<file path="config.mk">
export PLATFORM = sky130hd
export DESIGN_NAME = inc_sequencer_flat
export DESIGN_NICKNAME = d
export VERILOG_FILES = /design/src/rtl/inc_sequencer_pkg.sv /design/src/rtl/inc_sequencer_if.sv /design/src/rtl/inc_sequencer_inc_unit.sv /design/src/rtl/inc_sequencer.sv /design/src/flat_wrapper.sv
export SDC_FILE = /design/constraint.sdc
export NUM_CORES = 1
export LEC_CHECK = 0
export BUFFER_PORTS_ARGS = -buffer_cell sky130_fd_sc_hd__buf_4
export CAP_MARGIN = 20
export CORE_AREA = 8 8 52 54
export CTS_BUF_LIST = sky130_fd_sc_hd__clkbuf_8
export DETAILED_ROUTE_END_ITERATION = 12
export DIE_AREA = 0 0 60 62
export GPL_TIMING_DRIVEN = 1
export HOLD_SLACK_MARGIN = 0.02
export PLACE_DENSITY_LB_ADDON = 0.2
export SYNTH_ARGS = -nofsm -noshare
export SYNTH_HDL_FRONTEND = slang
export SYNTH_SLANG_ARGS = --single-unit
</file>
<file path="constraint.sdc">
create_clock -name clk -period 2.1 [get_ports clk]
set_input_delay 0.21 -clock clk [delete_from_list [all_inputs] [get_ports clk]]
set_output_delay 0.21 -clock clk [all_outputs]
set_load 0.02 [all_outputs]
</file>
<file path="src/rtl/inc_sequencer_pkg.sv">
// Shared definitions for the incrementer sequencer: FSM state encoding and
// operand-select codes.
package inc_sequencer_pkg;

    typedef enum logic [1:0] {
        IDLE = 2'd0,
        RUN  = 2'd1,
        DONE = 2'd2
    } state_t;

    localparam logic SEL_A = 1'b0;
    localparam logic SEL_B = 1'b1;

endpackage

</file>
<file path="src/rtl/inc_sequencer_if.sv">
// Request/result handshake bundle between a requester and inc_sequencer.
// The master drives requests and consumes results; the slave is the sequencer.
interface inc_sequencer_if #(
    parameter int N     = 4,
    parameter int CNT_W = 4
);
    logic             req_valid;
    logic             req_ready;
    logic             req_sel;
    logic [N-1:0]     req_a;
    logic [N-1:0]     req_b;
    logic [CNT_W-1:0] req_count;
    logic             abort;
    logic             res_valid;
    logic             res_ready;
    logic [N-1:0]     res_y;
    logic             res_cout;
    logic             res_zero;
    logic             busy;

    modport master (
        output req_valid, req_sel, req_a, req_b, req_count, abort, res_ready,
        input  req_ready, res_valid, res_y, res_cout, res_zero, busy
    );

    modport slave (
        input  req_valid, req_sel, req_a, req_b, req_count, abort, res_ready,
        output req_ready, res_valid, res_y, res_cout, res_zero, busy
    );

endinterface

</file>
<file path="src/rtl/inc_sequencer_inc_unit.sv">
// Combinational N-bit incrementer: y = a + 1 with carry-out, built as a
// half-adder ripple chain with the carry-in tied high.
module inc_unit #(
    parameter int N = 4
) (
    input  logic [N-1:0] a,
    output logic [N-1:0] y,
    output logic         cout
);

    logic [N:0] carry;

    assign carry[0] = 1'b1;

    generate
        for (genvar gi = 0; gi < N; gi++) begin : g_bit
            assign y[gi]         = a[gi] ^ carry[gi];
            assign carry[gi + 1] = a[gi] & carry[gi];
        end
    endgenerate

    assign cout = carry[N];

endmodule

</file>
<file path="src/rtl/inc_sequencer.sv">
// Multi-cycle sequencer that applies the incrementer req_count times to the
// selected operand and returns the result with sticky-carry and zero flags.
module inc_sequencer
    import inc_sequencer_pkg::*;
#(
    parameter int N     = 4,
    parameter int CNT_W = 4
) (
    input  logic               clk,
    input  logic               rst_n,
    inc_sequencer_if.slave     bus
);

    state_t           state_reg, state_next;
    logic [N-1:0]     acc_reg, acc_next;
    logic [CNT_W-1:0] remaining_reg, remaining_next;
    logic             sticky_reg, sticky_next;
    logic [N-1:0]     res_y_reg, res_y_next;
    logic             res_cout_reg, res_cout_next;
    logic             res_zero_reg, res_zero_next;

    logic [N-1:0]     inc_y;
    logic             inc_cout;

    inc_unit #(.N(N)) u_inc (
        .a    (acc_reg),
        .y    (inc_y),
        .cout (inc_cout)
    );

    always_ff @(posedge clk or negedge rst_n) begin
        if (!rst_n) begin
            state_reg     <= IDLE;
            acc_reg       <= '0;
            remaining_reg <= '0;
            sticky_reg    <= 1'b0;
            res_y_reg     <= '0;
            res_cout_reg  <= 1'b0;
            res_zero_reg  <= 1'b0;
        end else begin
            state_reg     <= state_next;
            acc_reg       <= acc_next;
            remaining_reg <= remaining_next;
            sticky_reg    <= sticky_next;
            res_y_reg     <= res_y_next;
            res_cout_reg  <= res_cout_next;
            res_zero_reg  <= res_zero_next;
        end
    end

    always_comb begin
        state_next     = state_reg;
        acc_next       = acc_reg;
        remaining_next = remaining_reg;
        sticky_next    = sticky_reg;
        res_y_next     = res_y_reg;
        res_cout_next  = res_cout_reg;
        res_zero_next  = res_zero_reg;

        case (state_reg)
            IDLE: begin
                if (bus.req_valid) begin
                    acc_next       = (bus.req_sel == SEL_B) ? bus.req_b : bus.req_a;
                    remaining_next = bus.req_count;
                    sticky_next    = 1'b0;
                    state_next     = (bus.req_count == '0) ? DONE : RUN;
                end
            end
            RUN: begin
                if (bus.abort) begin
                    state_next = IDLE;
                end else begin
                    acc_next       = inc_y;
                    sticky_next    = sticky_reg | inc_cout;
                    remaining_next = remaining_reg - CNT_W'(1);
                    if (remaining_reg == CNT_W'(1)) begin
                        state_next = DONE;
                    end
                end
            end
            DONE: begin
                // abort and a result handshake both retire the transaction
                if (bus.abort || bus.res_ready) begin
                    state_next = IDLE;
                end
            end
            default: begin
                state_next = IDLE;
            end
        endcase

        // Result registers load only on entry to DONE, so they hold through IDLE/RUN.
        if (state_next == DONE && state_reg != DONE) begin
            res_y_next    = acc_next;
            res_cout_next = sticky_next;
            res_zero_next = (acc_next == '0);
        end
    end

    assign bus.req_ready = (state_reg == IDLE);
    assign bus.busy      = (state_reg == RUN);
    assign bus.res_valid = (state_reg == DONE);
    assign bus.res_y     = res_y_reg;
    assign bus.res_cout  = res_cout_reg;
    assign bus.res_zero  = res_zero_reg;

endmodule

</file>
<file path="src/flat_wrapper.sv">
// flat-port wrapper written by rule: the top's interface ports become plain ports
module inc_sequencer_flat import inc_sequencer_pkg::*;
#(
    parameter int N     = 4,
    parameter int CNT_W = 4
)
  (clk, rst_n, bus_req_valid, bus_req_sel, bus_req_a, bus_req_b, bus_req_count, bus_abort, bus_res_ready, bus_req_ready, bus_res_valid, bus_res_y, bus_res_cout, bus_res_zero, bus_busy);
  inc_sequencer_if #(.N(N), .CNT_W(CNT_W)) bus_i ();
  input  logic clk;
  input  logic rst_n;
  input wire logic [$bits(bus_i.req_valid)-1:0] bus_req_valid;
  input wire logic [$bits(bus_i.req_sel)-1:0] bus_req_sel;
  input wire logic [$bits(bus_i.req_a)-1:0] bus_req_a;
  input wire logic [$bits(bus_i.req_b)-1:0] bus_req_b;
  input wire logic [$bits(bus_i.req_count)-1:0] bus_req_count;
  input wire logic [$bits(bus_i.abort)-1:0] bus_abort;
  input wire logic [$bits(bus_i.res_ready)-1:0] bus_res_ready;
  output wire logic [$bits(bus_i.req_ready)-1:0] bus_req_ready;
  output wire logic [$bits(bus_i.res_valid)-1:0] bus_res_valid;
  output wire logic [$bits(bus_i.res_y)-1:0] bus_res_y;
  output wire logic [$bits(bus_i.res_cout)-1:0] bus_res_cout;
  output wire logic [$bits(bus_i.res_zero)-1:0] bus_res_zero;
  output wire logic [$bits(bus_i.busy)-1:0] bus_busy;
  assign bus_i.req_valid = bus_req_valid;
  assign bus_i.req_sel = bus_req_sel;
  assign bus_i.req_a = bus_req_a;
  assign bus_i.req_b = bus_req_b;
  assign bus_i.req_count = bus_req_count;
  assign bus_i.abort = bus_abort;
  assign bus_i.res_ready = bus_res_ready;
  assign bus_req_ready = bus_i.req_ready;
  assign bus_res_valid = bus_i.res_valid;
  assign bus_res_y = bus_i.res_y;
  assign bus_res_cout = bus_i.res_cout;
  assign bus_res_zero = bus_i.res_zero;
  assign bus_busy = bus_i.busy;
  inc_sequencer #(.N(N), .CNT_W(CNT_W)) u_core (.clk(clk), .rst_n(rst_n), .bus(bus_i));
endmodule
</file>
---- After elaboration in Yosys (flattened, before gate mapping) ----
Index checks and enable logic that the tools add are counted.
storage, ports and cells
  register bits ........................... 17
  bits in latches ......................... 0
  RAM bits ................................ 0
  memory bits (read-only) ................. 0
  word-level logic and storage cells ...... 46
  memories kept ........................... 0
operators by class
  $add $sub $neg .......................... 1
  multiply operators ...................... 0
  divide/modulo/power cells ............... 0
  $lt $le $gt $ge ......................... 0
  equality and inequality tests ........... 7
  shift operators ......................... 0
  mux-type cells .......................... 16
  bitwise operators ....................... 8
  reductions and logical operators ........ 7
operators with widths
  kind                 number
  $mux 4               5
  $pmux 4 s2           2
  $mux 2               5
  $logic_not 4->1      2
  $ne 2x2->1 const B   3
  $pmux 2 s3           1
  $eq 2x2->1 const B   2
  $eq 4x1->1 const B   1
  $sub 4x1->4 const B  1
  $and 1x1->1          3
  $reduce_and 3->1     1
  $xor 1x1->1          3
  $eq 2x1->1 const B   1
  $logic_not 2->1      1
  $mux 1               2
  $pmux 1 s2           1
  $reduce_bool 2->1    1
  $logic_and 1x1->1    1
  $logic_or 1x1->1     1
  $not 1->1            1
  $or 1x1->1           1

---- Logic depth before layout (Yosys ltp) ----
Gate-level depths: netlist of run 1.
  depth after elaboration ................. 6
  mapped depth ............................ 6
  gate-level depth less buffers ........... 6

---- Modules after synthesis ----
Synthesis of run 1 repeated with hierarchy kept, for this count alone.
unflattened totals
  cell total of the unflattened synthesis .. 87
  area total of the unflattened synthesis .. 947.2 um2
by module, submodules not included
  module         times used  cells each  area each (um2)  sequential area each (um2)
  inc_sequencer  1           83          905.9            425.4
  inc_unit       1           4           41.3             0.0

---- Worst setup path before layout of run 1 ----
Ideal clock, no wire load.
  path kind ............................... register to register
  start ................................... register u_core.state_reg[1]
  end ..................................... register u_core.res_cout_reg (netlist: u_core.bus.res_cout)
  arrival time ............................ 1.565 ns
  data required time ...................... 1.975 ns
  path slack .............................. 0.411 ns
  stages on the path, launching flop included .. 6
  path buffers ............................ 1
  period minus slack after synthesis ...... 1.689 ns
  cells stage by stage .................... dfrtp_1 -> nor3b_2 -> nor2_2 -> clkbuf_1 -> nor2_4 -> mux2_2
between the ends
  word-level cells in the longest chain between the ends .. 5
  elaborated cells on any way between the ends .. 12
  classes of those cells .................. 4 x eq/ne; 6 x mux; 2 x reduce/logical
ends and longest elaborated chain
  item                    line                 source
  from (decl)             inc_sequencer.sv:14  state_t state_reg, state_next;
  from (signal assigned)  inc_sequencer.sv:41  state_reg <= state_next;
  $mux 2                  inc_sequencer.sv:76  if (remaining_reg == CNT_W'(1)) begin
  $mux 2                  inc_sequencer.sv:70  if (bus.abort) begin
  $pmux 2 s3              inc_sequencer.sv:60  case (state_reg)
  $eq 2x2->1              inc_sequencer.sv:93  if (state_next == DONE && state_reg != DONE) begin
  $logic_and 1x1->1       inc_sequencer.sv:93
  to (signal assigned)    inc_sequencer.sv:46  res_cout_reg <= res_cout_next;
  to (decl)               inc_sequencer.sv:19  logic res_cout_reg, res_cout_next;
Parallel ways exist; a longest one is shown, timed or not.
A chain may end at the register's enable or synchronous reset.

---- Worst setup path in the final report of run 1 ----
  start ................................... register u_core.acc_reg[0]
  end ..................................... register u_core.res_y_reg[3] (netlist: u_core.bus.res_y[3])
between the ends
  word-level cells in the longest chain between the ends .. 5
ends and longest elaborated chain
  item                       line                          source
  from (decl)                inc_sequencer.sv:15           logic [N-1:0] acc_reg, acc_next;
  from (signal assigned)     inc_sequencer.sv:42           acc_reg <= acc_next;
  $and 1x1->1 (2 in series)  inc_sequencer_inc_unit.sv:18  assign carry[gi + 1] = a[gi] & carry[gi];
  $xor 1x1->1                inc_sequencer_inc_unit.sv:17  assign y[gi] = a[gi] ^ carry[gi];
  $mux 4                     inc_sequencer.sv:70
  $pmux 4 s2                 inc_sequencer.sv:60
  via u_core.acc_next[3]     inc_sequencer.sv:15
  to (signal assigned)       inc_sequencer.sv:45           res_y_reg <= res_y_next;
  to (decl)                  inc_sequencer.sv:18           logic [N-1:0] res_y_reg, res_y_next;
The timed path passes the listed nets, and every way through them passes these cells.

==> metrics.md, run 1 <==
| Metric | Value |
|---|---|
| Crit path capture type | `flop` |
| Biggest area consumer among synthesized cells | `dfrtp_1` |
| Post-synthesis sequential area ratio | `0.455` |
| Post-DP HPWL | `1640 microns` |
| Clock Tree Buf Depth | `2` |
| Grt met1 use | `0.143` |
| Pwr/cell area | `1300 nW/um^2` |
| Core Area | `1900 sq um` |
| Unrepaired setup endpoints after global routing | `false` |
| Clock insertion delay at the later pin of the skew report | `250 ps` |
| WS Path Type | `flop to flop` |
| Die Height | `62 microns` |
| Via count | `771` |
| Nets | `141` |
| Post-synth top cells | `dfrtp_1, nor2_1, o21ai_0, mux2_2` |
| Post-layout instance area | `1230 sq um` |
| DR iter-0 viols | `8` |
| Worst reg2reg path depth | `6` |
| Slew margin rel. | `0.658` |
| WL final | `2090 microns` |
| Critical Path Fanout Max | `3` |
| Mapped cell area | `935 sq um` |
| GR Util All Layers | `0.122` |
| Synthesized netlist cell count | `86` |
| Cell chain of the critical path | `ha_1 > ha_1 > ha_1 > a22oi_1 > o21ai_0 > mux2_2` |
| Final Hold Fails | `0` |
| Max-cap viol count | `0` |
| Most common cell in the netlist | `dfrtp_1` |
| Antenna cell count | `0` |
| Share of cells above drive strength 1 | `0.376` |
| Synth Warn # | `0` |
| FF-to-FF setup slack | `270 ps` |
| Critical R2R Capture | `u_core.bus.res_y[3]` |
| Status | `finished clean` |
| DP Area | `1170 sq um` |
| Starting density of the core | `0.491` |
| Clock Sinks | `17` |
| Post-synth EDFFs | `0` |
| Cts repair resizes | `0` |
| Period utilization | `0.874` |
| Min-delay src | `bus_abort` |
| Area fraction of the dominant cell type after synthesis | `0.455` |
| Input/output buffers | `26` |
| Die area | `3720 sq um` |
| Area Overhead vs Synth | `31.3%` |
| Endpoints failing setup | `0` |
| DR pass1 iterations | `4` |
| Max incr delay on CP | `400 ps` |
| Setup TNS | `0 ps` |
| Cell variety after synth | `28` |
| Worst hold endpoint | `u_core.state_reg[1]` |
| Startpoint Class | `flop` |
| Filler cell count | `152` |
| Mean Syn Cell Area | `10.9 sq um` |
| Crit path required time | `2240 ps` |
| Tmin final | `1830 ps` |
| Max-slew violations | `0` |
| GR Util met3 | `0.0247` |
| GR peak layer | `met2` |
| Top FF cell, synth | `dfrtp_1` |
| H-tree Lvls | `1` |
| Post-detailed-route wirelength per cell | `14.5 microns` |
| Static leakage | `0.590 nW` |
| Pin count of the biggest net entering global routing | `18` |
| Chip width | `60 microns` |
| GR Overflow Total | `0` |
| Critical-path top delay cell | `dfrtp_1` |
| Top post-synthesis cells by area | `dfrtp_1, mux2_2, ha_1` |
| WP data arrival | `1970 ps` |
| Initial antenna violation count | `0` |
| Register Area | `425 sq um` |
| First-pass GRT wire length | `3430 microns` |
| Rows | `16` |
| HP Class | `input port to flop` |
| Total CTS buffers | `3` |
| Vias in the first global route | `758` |
| Register bit total from synthesis | `17` |
| Footprint of the multi-input gates | `483 sq um` |
| Routability cong. | `0.727` |
| Final ANT Viol Nets | `0` |
| Worst vdd ir | `0.000665 V` |
| Async set-reset flop share out of synthesis | `1.00` |
| Drt drc | `0` |
| IO Count | `27` |
| Clock transition at path regs | `60 ps` |
| Skew final | `0.694 ps` |
| Clk root buf | `clkbuf_8` |
| R2R Path Start | `u_core.acc_reg[0]` |
| Most used cell, CP | `ha_1` |
| Met2 Use GR | `0.208` |
| Syn_nets | `109` |
| CTS tree | `built` |
| Fmax | `545 MHz` |
| Vias per cell | `5.35` |
| Hold Path Depth | `2` |
| Worst-margin pin slew | `508 ps` |
| Post-route total power | `0.00160 W` |
cell type report:
type / count / area share
Clock inverter: 1 / 0.00408
Inverter: 5 / 0.0153
Sequential cell: 17 / 0.347
Multi-Input combinational cell: 62 / 0.393
Tap cell: 27 / 0.0275
Timing Repair Buffer: 29 / 0.179
Clock buffer: 3 / 0.0336
worst max path at each step:
stage	from	endpoint	slack, ps	depth (start not counted)
after floorplan	u_core.state_reg[1]	u_core.bus.res_cout	410	5
after global placement	u_core.acc_reg[0]	u_core.bus.res_y[3]	300	6
after detailed placement	u_core.acc_reg[0]	u_core.bus.res_y[3]	250	6
after CTS	u_core.acc_reg[0]	u_core.bus.res_y[3]	230	6
after global routing	u_core.acc_reg[0]	u_core.bus.res_y[3]	110	6
final	u_core.acc_reg[0]	u_core.bus.res_y[3]	270	6
cell usage in the layout (no fill, tap or decap), types with 3 or more instances in the layout:
cell type and n:
buf_4 28, inv_1 5, dfrtp_1 17, a22oi_1 3, mux2_2 6, mux2i_1 3, o21ai_0 8, nor2_1 9
a21oi_1 4, clkbuf_8 3, ha_1 5
layer usage:
metal / share of wire / up-vias / wire (microns)
met5: 0 / - / 0
met4: 0.018 / 0 / 38
met3: 0.054 / 4 / 112
met2: 0.47 / 20 / 981
met1: 0.46 / 369 / 957
li1: - / 378 / -
worst max-delay path, delay by kind of cell (launching register included):
| family | cells | cell delay [ps] |
|---|---|---|
| compound gates | 2 | 370 |
| fa+ha+maj | 3 | 670 |
| flops | 1 | 400 |
| mux | 1 | 290 |
where the power goes:
part	internal [W]	total (W)	switching (W)
sequential	0.000468	0.000570	0.000102
clock	0.000132	0.000242	0.000110
combinational	0.000361	0.000784	0.000423
total	0.000960	0.00160	0.000636
per-stage QoR:
stage          cells   util  setup WS, ps  hold slack, ps
2_1_floorplan     86      -           411           -85.6
3_3_place_gp     139  0.616           298            84.5
3_5_place_dp     139  0.616           248            84.7
4_1_cts          144  0.645           232             230
5_1_grt          144  0.645           114             227
6_report         144  0.645           265             225
what timing repair did:
action / in CTS / in global routing
setup buffers: 0 / 0
hold buffers: 1 / 0
hold endpoints to repair: 17 / 0
cell families (layout without fill, tap and decap cells):
kind of cell	count (synthesis)	count (layout)	synth area share
AOI/OAI and AO/OA	24	24	0.185
and+or+nand+nor	24	24	0.161
DFF	17	17	0.455
muxes	9	9	0.104
buffers and inverters	7	38	0.0281
adders and majority gates	5	5	0.0669
Power figures use the tool's default switching activity.
==> inputs of run 2 (changes only) <==
clock period = 1.7 ns   (was 2.1 ns; I/O delays follow)
==> run 2 against run 1 <==
  * Worst hold slack worse by 44 ps
  * Critical path depth stayed put
  * Combinational power is 53% higher
  * Sequential power is 25% higher
  * Clock power is 24% higher
  * Die area stayed put
  * Register-to-register slack worse by 240 ps
  * Global-route usage is 0.60 points higher
  * Cell area is 11% higher
  * Critical path type unchanged
  * Highest routed layer unchanged
==> metrics.md, run 2 (synthesis gave the netlist of run 1 again) <==
| Metric | Value |
|---|---|
| Vias in the first global route | `808 (+6.6%)` |
| Pin count of the biggest net entering global routing | `18 (unchanged)` |
| Critical-path top delay cell | `dfrtp_1` |
| Register Area | `427 sq um (+0.29%)` |
| Worst vdd ir | `0.000848 V (+28%)` |
| Max-cap viol count | `0 (unchanged)` |
| DP Area | `1230 sq um (+5.1%)` |
| FF-to-FF setup slack | `20 ps (-240 ps)` |
| Clock insertion delay at the later pin of the skew report | `250 ps (about the same)` |
| Final setup margin | `23.2 ps (-242 ps)` |
| Post-detailed-route wirelength per cell | `14.6 microns (+0.65%)` |
| Vias per cell | `5.20 (-2.8%)` |
| Unrepaired setup endpoints after global routing | `true` |
| Net Sw Power | `0.000877 W (+38%)` |
| Via count | `796 (+3.2%)` |
| Max incr delay on CP | `380 ps (-20 ps)` |
| Starting density of the core | `0.491 (unchanged)` |
| Final hold slack | `182 ps (-43.5 ps)` |
| Final ANT Viol Nets | `0 (unchanged)` |
| Nets | `150 (+6.4%)` |
| Drt drc | `0 (unchanged)` |
| Initial antenna violation count | `0 (unchanged)` |
| Fmax | `596 MHz (+9.4%)` |
| Chip width | `60 microns (unchanged)` |
| Clock power share | `0.135 (-0.017)` |
| Skew final | `2.70 ps (+2.00 ps)` |
| Final Hold Fails | `0 (unchanged)` |
| Pre-CTS WS | `-40.0 ps (-288 ps)` |
| Cell chain of the critical path | `ha_2 > ha_4 > ha_4 > a22oi_2 > o221ai_2 > o41ai_2` |
| Clock transition at path regs | `70 ps (about the same)` |
| GR Overflow Total | `0 (unchanged)` |
| Routability cong. | `0.774 (+6.5%)` |
| Int Pwr | `0.00134 W (+39%)` |
| Crit path required time | `1850 ps (-390 ps)` |
| Critical R2R Capture | `u_core.bus.res_zero` |
| Post-DP HPWL | `1640 microns (-0.41%)` |
| Core Area | `1900 sq um (unchanged)` |
| Max-slew violations | `0 (unchanged)` |
| H-tree Lvls | `1 (unchanged)` |
| Tmin final | `1680 ps (-158 ps)` |
| Worst-margin pin slew | `373 ps (-135 ps)` |
| IO Count | `27 (unchanged)` |
| Input/output buffers | `26 (unchanged)` |
| Leading cell type in the layout, fill and taps excluded | `buf_4` |
| Crit path max-delay family | `compound AO/OA/AOI/OAI gates` |
| Filler cell count | `144 (-5.3%)` |
| Most used cell, CP | `ha_4` |
| Rows | `16 (unchanged)` |
| R2R Path Start | `u_core.acc_reg[1]` |
| Critical Path Fanout Max | `2 (-1)` |
| DR iter-0 viols | `23 (+15)` |
| Die Height | `62 microns (unchanged)` |
| CTS tree | `built` |
| Hold Path Depth | `3 (+1)` |
| Switching Fraction | `0.396 (-0.00225)` |
| Footprint of the multi-input gates | `551 sq um (+14%)` |
| Clk root buf | `clkbuf_8` |
| HP Class | `input port to flop` |
| GR Util All Layers | `0.128 (+0.00602)` |
| Endpoints failing setup | `0 (unchanged)` |
| Total CTS buffers | `3 (unchanged)` |
| Post-layout instance area | `1360 sq um (+11%)` |
| WS Path Type | `flop to flop` |
| Static leakage | `0.638 nW (+8.1%)` |
| Clock Tree Buf Depth | `2 (unchanged)` |
| Startpoint Class | `flop` |
| Pwr/cell area | `1620 nW/um^2 (+25%)` |
| Worst hold endpoint | `u_core.remaining_reg[0]` |
| Antenna cell count | `0 (unchanged)` |
| CP bufs+invs | `0 (unchanged)` |
| Most frequent cells in the layout | `buf_4, dfrtp_1, nor2_1` |
| Crit path capture type | `flop` |
| Worst reg2reg path depth | `6 (unchanged)` |
| First-pass GRT wire length | `3640 microns (+6.0%)` |
| Slew margin rel. | `0.749 (+0.0910)` |
| WP data arrival | `1820 ps (-150 ps)` |
| Area Overhead vs Synth | `45.9%` |
| Status | `finished clean` |
| Share of cells above drive strength 1 | `0.492 (+0.116)` |
| WL final | `2230 microns (+6.9%)` |
| Clock Sinks | `17 (unchanged)` |
| Combinational power share | `0.542 (+0.051)` |
| Setup TNS | `0 ps (unchanged)` |
| Die area | `3720 sq um (unchanged)` |
| Seq pwr share | `0.323 (-0.034)` |
| Period utilization | `0.986 (+0.113)` |
| DR pass1 iterations | `4 (unchanged)` |
| Min-delay src | `bus_req_count[0]` |
[run 2: worst min-delay path, cell delays in order]
cell     delay, ps
buf_4          110
nand2_1         40
o21ai_0         60
[run 2: power groups by stage]
| stage | clock, W | sequential [W] | combinational, W |
|---|---|---|---|
| after floorplan | 0 | 0.000757 | 0.000587 |
| after global placement | 0 | 0.000688 | 0.00105 |
| after detailed placement | 0 | 0.000693 | 0.00108 |
| after CTS | 0.000310 | 0.000689 | 0.00110 |
| after global routing | 0.000328 | 0.000735 | 0.00132 |
| final | 0.000299 | 0.000715 | 0.00120 |
[run 2: routing by layer]
metal | global-route usage | wire length, microns | share of wire | vias to the layer above
met5 | 0 | 0 | 0 | -
met4 | 0.0714 | 37 | 0.017 | 0
met3 | 0.0288 | 125 | 0.056 | 4
met2 | 0.212 | 1060 | 0.48 | 19
met1 | 0.151 | 1010 | 0.45 | 375
li1 | - | - | - | 398
[run 2: worst max path at each step]
stage / slack [ps] / end / from / depth (start not counted)
2_1_floorplan: 10 / u_core.bus.res_cout / u_core.state_reg[1] / 5
3_3_place_gp: -10 / u_core.bus.res_y[0] / u_core.remaining_reg[1] / 6
3_5_place_dp: -40 / u_core.bus.res_y[3] / u_core.acc_reg[0] / 6
4_1_cts: 6 / u_core.bus.res_y[3] / u_core.acc_reg[0] / 6
5_1_grt: -30 / u_core.bus.res_zero / u_core.acc_reg[1] / 6
6_report: 20 / u_core.bus.res_zero / u_core.acc_reg[1] / 6
[run 2: layout make-up]
class	instances	area share
Clock buffer	3	0.0303
Clock inverter	1	0.00367
Inverter	5	0.0138
Multi-Input combinational cell	62	0.404
Sequential cell	17	0.313
Tap cell	27	0.0248
Timing Repair Buffer	38	0.211
[run 2: what timing repair did]
action                                  CTS  global route
cloned                                    0             0
hold buffers                              1             0
setup buffers                             0             1
hold endpoints to repair                 17             0
pin swaps                                 0             4
endpoints found under the setup margin    6             6
resized for setup                         3            10
[run 2: stage by stage]
stage	total power (W)	utilization	cells
2_1_floorplan	0.00134	-	86
3_3_place_gp	0.00174	0.647	147
3_5_place_dp	0.00177	0.647	147
4_1_cts	0.00210	0.682	152
5_1_grt	0.00238	0.717	153
6_report	0.00222	0.717	153
==> inputs of run 3 (changes only) <==
ABC_AREA = 1   (was not set)
BUFFER_PORTS_ARGS = not set   (was -buffer_cell sky130_fd_sc_hd__buf_4)
CORE_AREA = 8 8 54 73   (was 8 8 52 54)
DIE_AREA = 0 0 62 81   (was 0 0 60 62)
DONT_BUFFER_PORTS = 1   (was not set)
==> run 3 against run 2 <==
  * Power is 25% lower
  * Highest routed layer unchanged
  * Critical path type unchanged
  * Cell area is 21% lower
  * Critical endpoint unchanged
  * Sequential share of layout area is 8.1 points higher
==> metrics.md, run 3 <==
| Metric | Value |
|---|---|
| Status | `finished clean` |
| Max-cap viol count | `0 (unchanged)` |
| Starting density of the core | `0.334 (-0.158)` |
| Most used cell, CP | `ha_1` |
| First-pass GRT wire length | `3530 microns (-3.1%)` |
| Pin count of the biggest net entering global routing | `18 (unchanged)` |
| Endpoints failing setup | `0 (unchanged)` |
| Largest family of logic cells by synthesized area | `simple AND/OR/NAND/NOR gates` |
| XOR/XNOR Fraction of Synth Area | `0.00921 (+0.00921)` |
| Drt drc | `0 (unchanged)` |
| Async set-reset flop share out of synthesis | `1.00 (unchanged)` |
| Post-layout instance area | `1080 sq um (-21%)` |
| Syn_nets | `144 (+32%)` |
| Mapped cell area | `951 sq um (+1.7%)` |
| Worst-margin pin slew | `778 ps (+405 ps)` |
| Post-route total power | `0.00166 W (-25%)` |
| Slew margin rel. | `0.480 (-0.270)` |
| Hold Path Depth | `3 (unchanged)` |
| DP Area | `1010 sq um (-18%)` |
| Top post-synthesis cells by area | `dfrtp_1, nand2_1, ha_1` |
| Critical R2R Capture | `u_core.bus.res_zero` |
| HP Class | `input port to flop` |
| Leading cell type in the layout, fill and taps excluded | `nand2_1` |
| Final ANT Viol Nets | `0 (unchanged)` |
| GR Overflow Total | `0 (unchanged)` |
| Pre-CTS WS | `130 ps (+170 ps)` |
| Startpoint Class | `flop` |
| DR iter-0 viols | `19 (-17%)` |
| Final Hold Fails | `0 (unchanged)` |
| Compound-Gate Fraction of Synth Area | `0.0829 (-0.102)` |
| Chip width | `62 microns (+3.3%)` |
| Pwr/cell area | `1530 nW/um^2 (-5.5%)` |
| Worst vdd ir | `0.000911 V (+7.4%)` |
| Synth Area in Adders | `0.0658 (-0.00114)` |
| DR pass1 iterations | `4 (unchanged)` |
| Final setup margin | `153 ps (+130 ps)` |
| Register bit total from synthesis | `17 (unchanged)` |
| Clock Sinks | `17 (unchanged)` |
| WL final | `2130 microns (-4.6%)` |
| Routability cong. | `0.753 (-2.8%)` |
| Top FF cell, synth | `dfrtp_1` |
| WS Path Type | `flop to flop` |
| Crit path required time | `1890 ps (+40 ps)` |
| CTS tree | `built` |
| Rows | `23 (+7)` |
| Tmin final | `1550 ps (-130 ps)` |
| Synth Warn # | `0 (unchanged)` |
| Crit path capture type | `flop` |
| Post-synth top cells | `nand2_1, dfrtp_1, nor2_1, inv_1, nand3_1` |
| Nets | `153 (+2.0%)` |
| Critical Path Fanout Max | `3 (+1)` |
| Setup TNS | `0 ps (unchanged)` |
| R2R Path Start | `u_core.acc_reg[0]` |
| Min-delay src | `bus_res_ready` |
| Post-DP HPWL | `1700 microns (+4.2%)` |
| Post-synthesis mux area share | `0 (-0.104)` |
| IO Count | `27 (unchanged)` |
| Clock Tree Buf Depth | `2 (unchanged)` |
| Total CTS buffers | `3 (unchanged)` |
| Via count | `778 (-2.3%)` |
| Area fraction of the dominant cell type after synthesis | `0.447 (-0.00779)` |
| H-tree Lvls | `1 (unchanged)` |
| Period utilization | `0.910 (-0.0763)` |
| Share of cells above drive strength 1 | `0.132 (-0.360)` |
| Fmax | `646 MHz (+8.4%)` |
| Antenna cell count | `0 (unchanged)` |
| Initial antenna violation count | `0 (unchanged)` |
| Die Height | `81 microns (+31%)` |
| Unrepaired setup endpoints after global routing | `false` |
| Vias in the first global route | `852 (+5.4%)` |
| Post-detailed-route wirelength per cell | `12.8 microns (-12%)` |
| Synthesized netlist cell count | `121 (+41%)` |
| Simple-Gate Fraction of Synth Area | `0.342 (+0.181)` |
| Most common cell in the netlist | `nand2_1` |
| Max-slew violations | `0 (unchanged)` |
| Max incr delay on CP | `400 ps (+20 ps)` |
| Cell chain of the critical path | `ha_1 > ha_1 > ha_1 > nand2_1 > nand3_2 > nor2_1 > nand3_1 > nand2_1` |
| Clk root buf | `clkbuf_8` |
| Critical-path top delay cell | `dfrtp_1` |
| Clock insertion delay at the later pin of the skew report | `250 ps (about the same)` |
| Biggest area consumer among synthesized cells | `dfrtp_1` |
| Input/output buffers | `0 (-100%)` |
| GR Util All Layers | `0.0931 (-0.0351)` |
| Post-synthesis sequential area ratio | `0.447 (-0.00779)` |
| Area Overhead vs Synth | `13.6%` |
| WP data arrival | `1730 ps (-90 ps)` |
| Skew final | `3.23 ps (+0.536 ps)` |
| Worst reg2reg path depth | `8 (+2)` |
| Die area | `5020 sq um (+35%)` |
| Cell variety after synth | `19 (-32%)` |
| Most frequent cells in the layout | `nand2_1, dfrtp_1, inv_1, nor2_1, nand3_1` |
| Worst hold endpoint | `u_core.state_reg[1]` |
| Mean Syn Cell Area | `7.86 sq um (-28%)` |
| Static leakage | `0.572 nW (-10%)` |
| Vias per cell | `4.69 (-9.9%)` |
| Clock transition at path regs | `60 ps (about the same)` |
| Post-synth EDFFs | `0 (unchanged)` |
| Core Area | `2850 sq um (+50%)` |
| FF-to-FF setup slack | `150 ps (+130 ps)` |
==> run 3: worst max path at each step <==
stage	start	endpoint	slack [ps]	depth (start not counted)
after floorplan	u_core.state_reg[0]	u_core.bus.res_zero	220	8
after global placement	u_core.acc_reg[0]	u_core.bus.res_zero	170	8
after detailed placement	u_core.acc_reg[0]	u_core.bus.res_zero	130	8
after CTS	u_core.acc_reg[0]	u_core.bus.res_zero	110	8
after global routing	u_core.remaining_reg[1]	u_core.bus.res_zero	1	9
final	u_core.acc_reg[0]	u_core.bus.res_zero	150	8
==> run 3: metrics by stage <==
stage | util | cells | hold slack, ps
finish | 0.379 | 166 | 110
global placement | 0.355 | 160 | -125
detailed placement | 0.355 | 160 | -125
global route | 0.379 | 166 | 120
floorplan | - | 121 | -126
CTS | 0.375 | 165 | 120
==> run 3: logic make-up after synthesis <==
logic type | count (synthesis)
xor+xnor | 1
compound gates | 12
buf+inv | 12
flops | 17
simple gates | 74
fa+ha+maj | 5
==> run 3: final cells by class <==
type,count,area [sq um]
fill,296,1770
multi-input combinational,92,480
sequential,17,425
inverter,12,50.0
tap,37,46.3
clock buffer,3,41.3
timing repair buffer,4,32.5
clock inverter,1,3.75
==> run 3: per-layer routing <==
metal  part of all wire  vias to the layer above  track usage
met5                  0                        -            0
met4              0.019                        0       0.0481
met3              0.098                        5       0.0363
met2               0.48                       20        0.160
met1               0.40                      355       0.0929
li1                   -                      398            -
==> run 3: worst max-delay path, delay by kind of cell, from the launching register on <==
family | cells | cell delay [ps]
fa+ha+maj | 3 | 650
flops | 1 | 400
simple gates | 5 | 430
==> run 3: repair_timing <==
| item | 4_1_cts | 5_1_grt |
|---|---|---|
| hold endpoints to repair | 17 | 0 |
| setup endpoints to repair | 0 | 1 |
| setup buffers | 0 | 1 |
| hold buffers | 1 | 0 |
| gates resized for setup | 0 | 1 |
==> run 3: where the power goes <==
| part | internal (W) | switching (W) | total (W) |
|---|---|---|---|
| registers | 0.000568 | 0.000181 | 0.000749 |
| clock network | 0.000160 | 0.000130 | 0.000290 |
| logic | 0.000229 | 0.000389 | 0.000618 |
| total | 0.000956 | 0.000700 | 0.00166 |
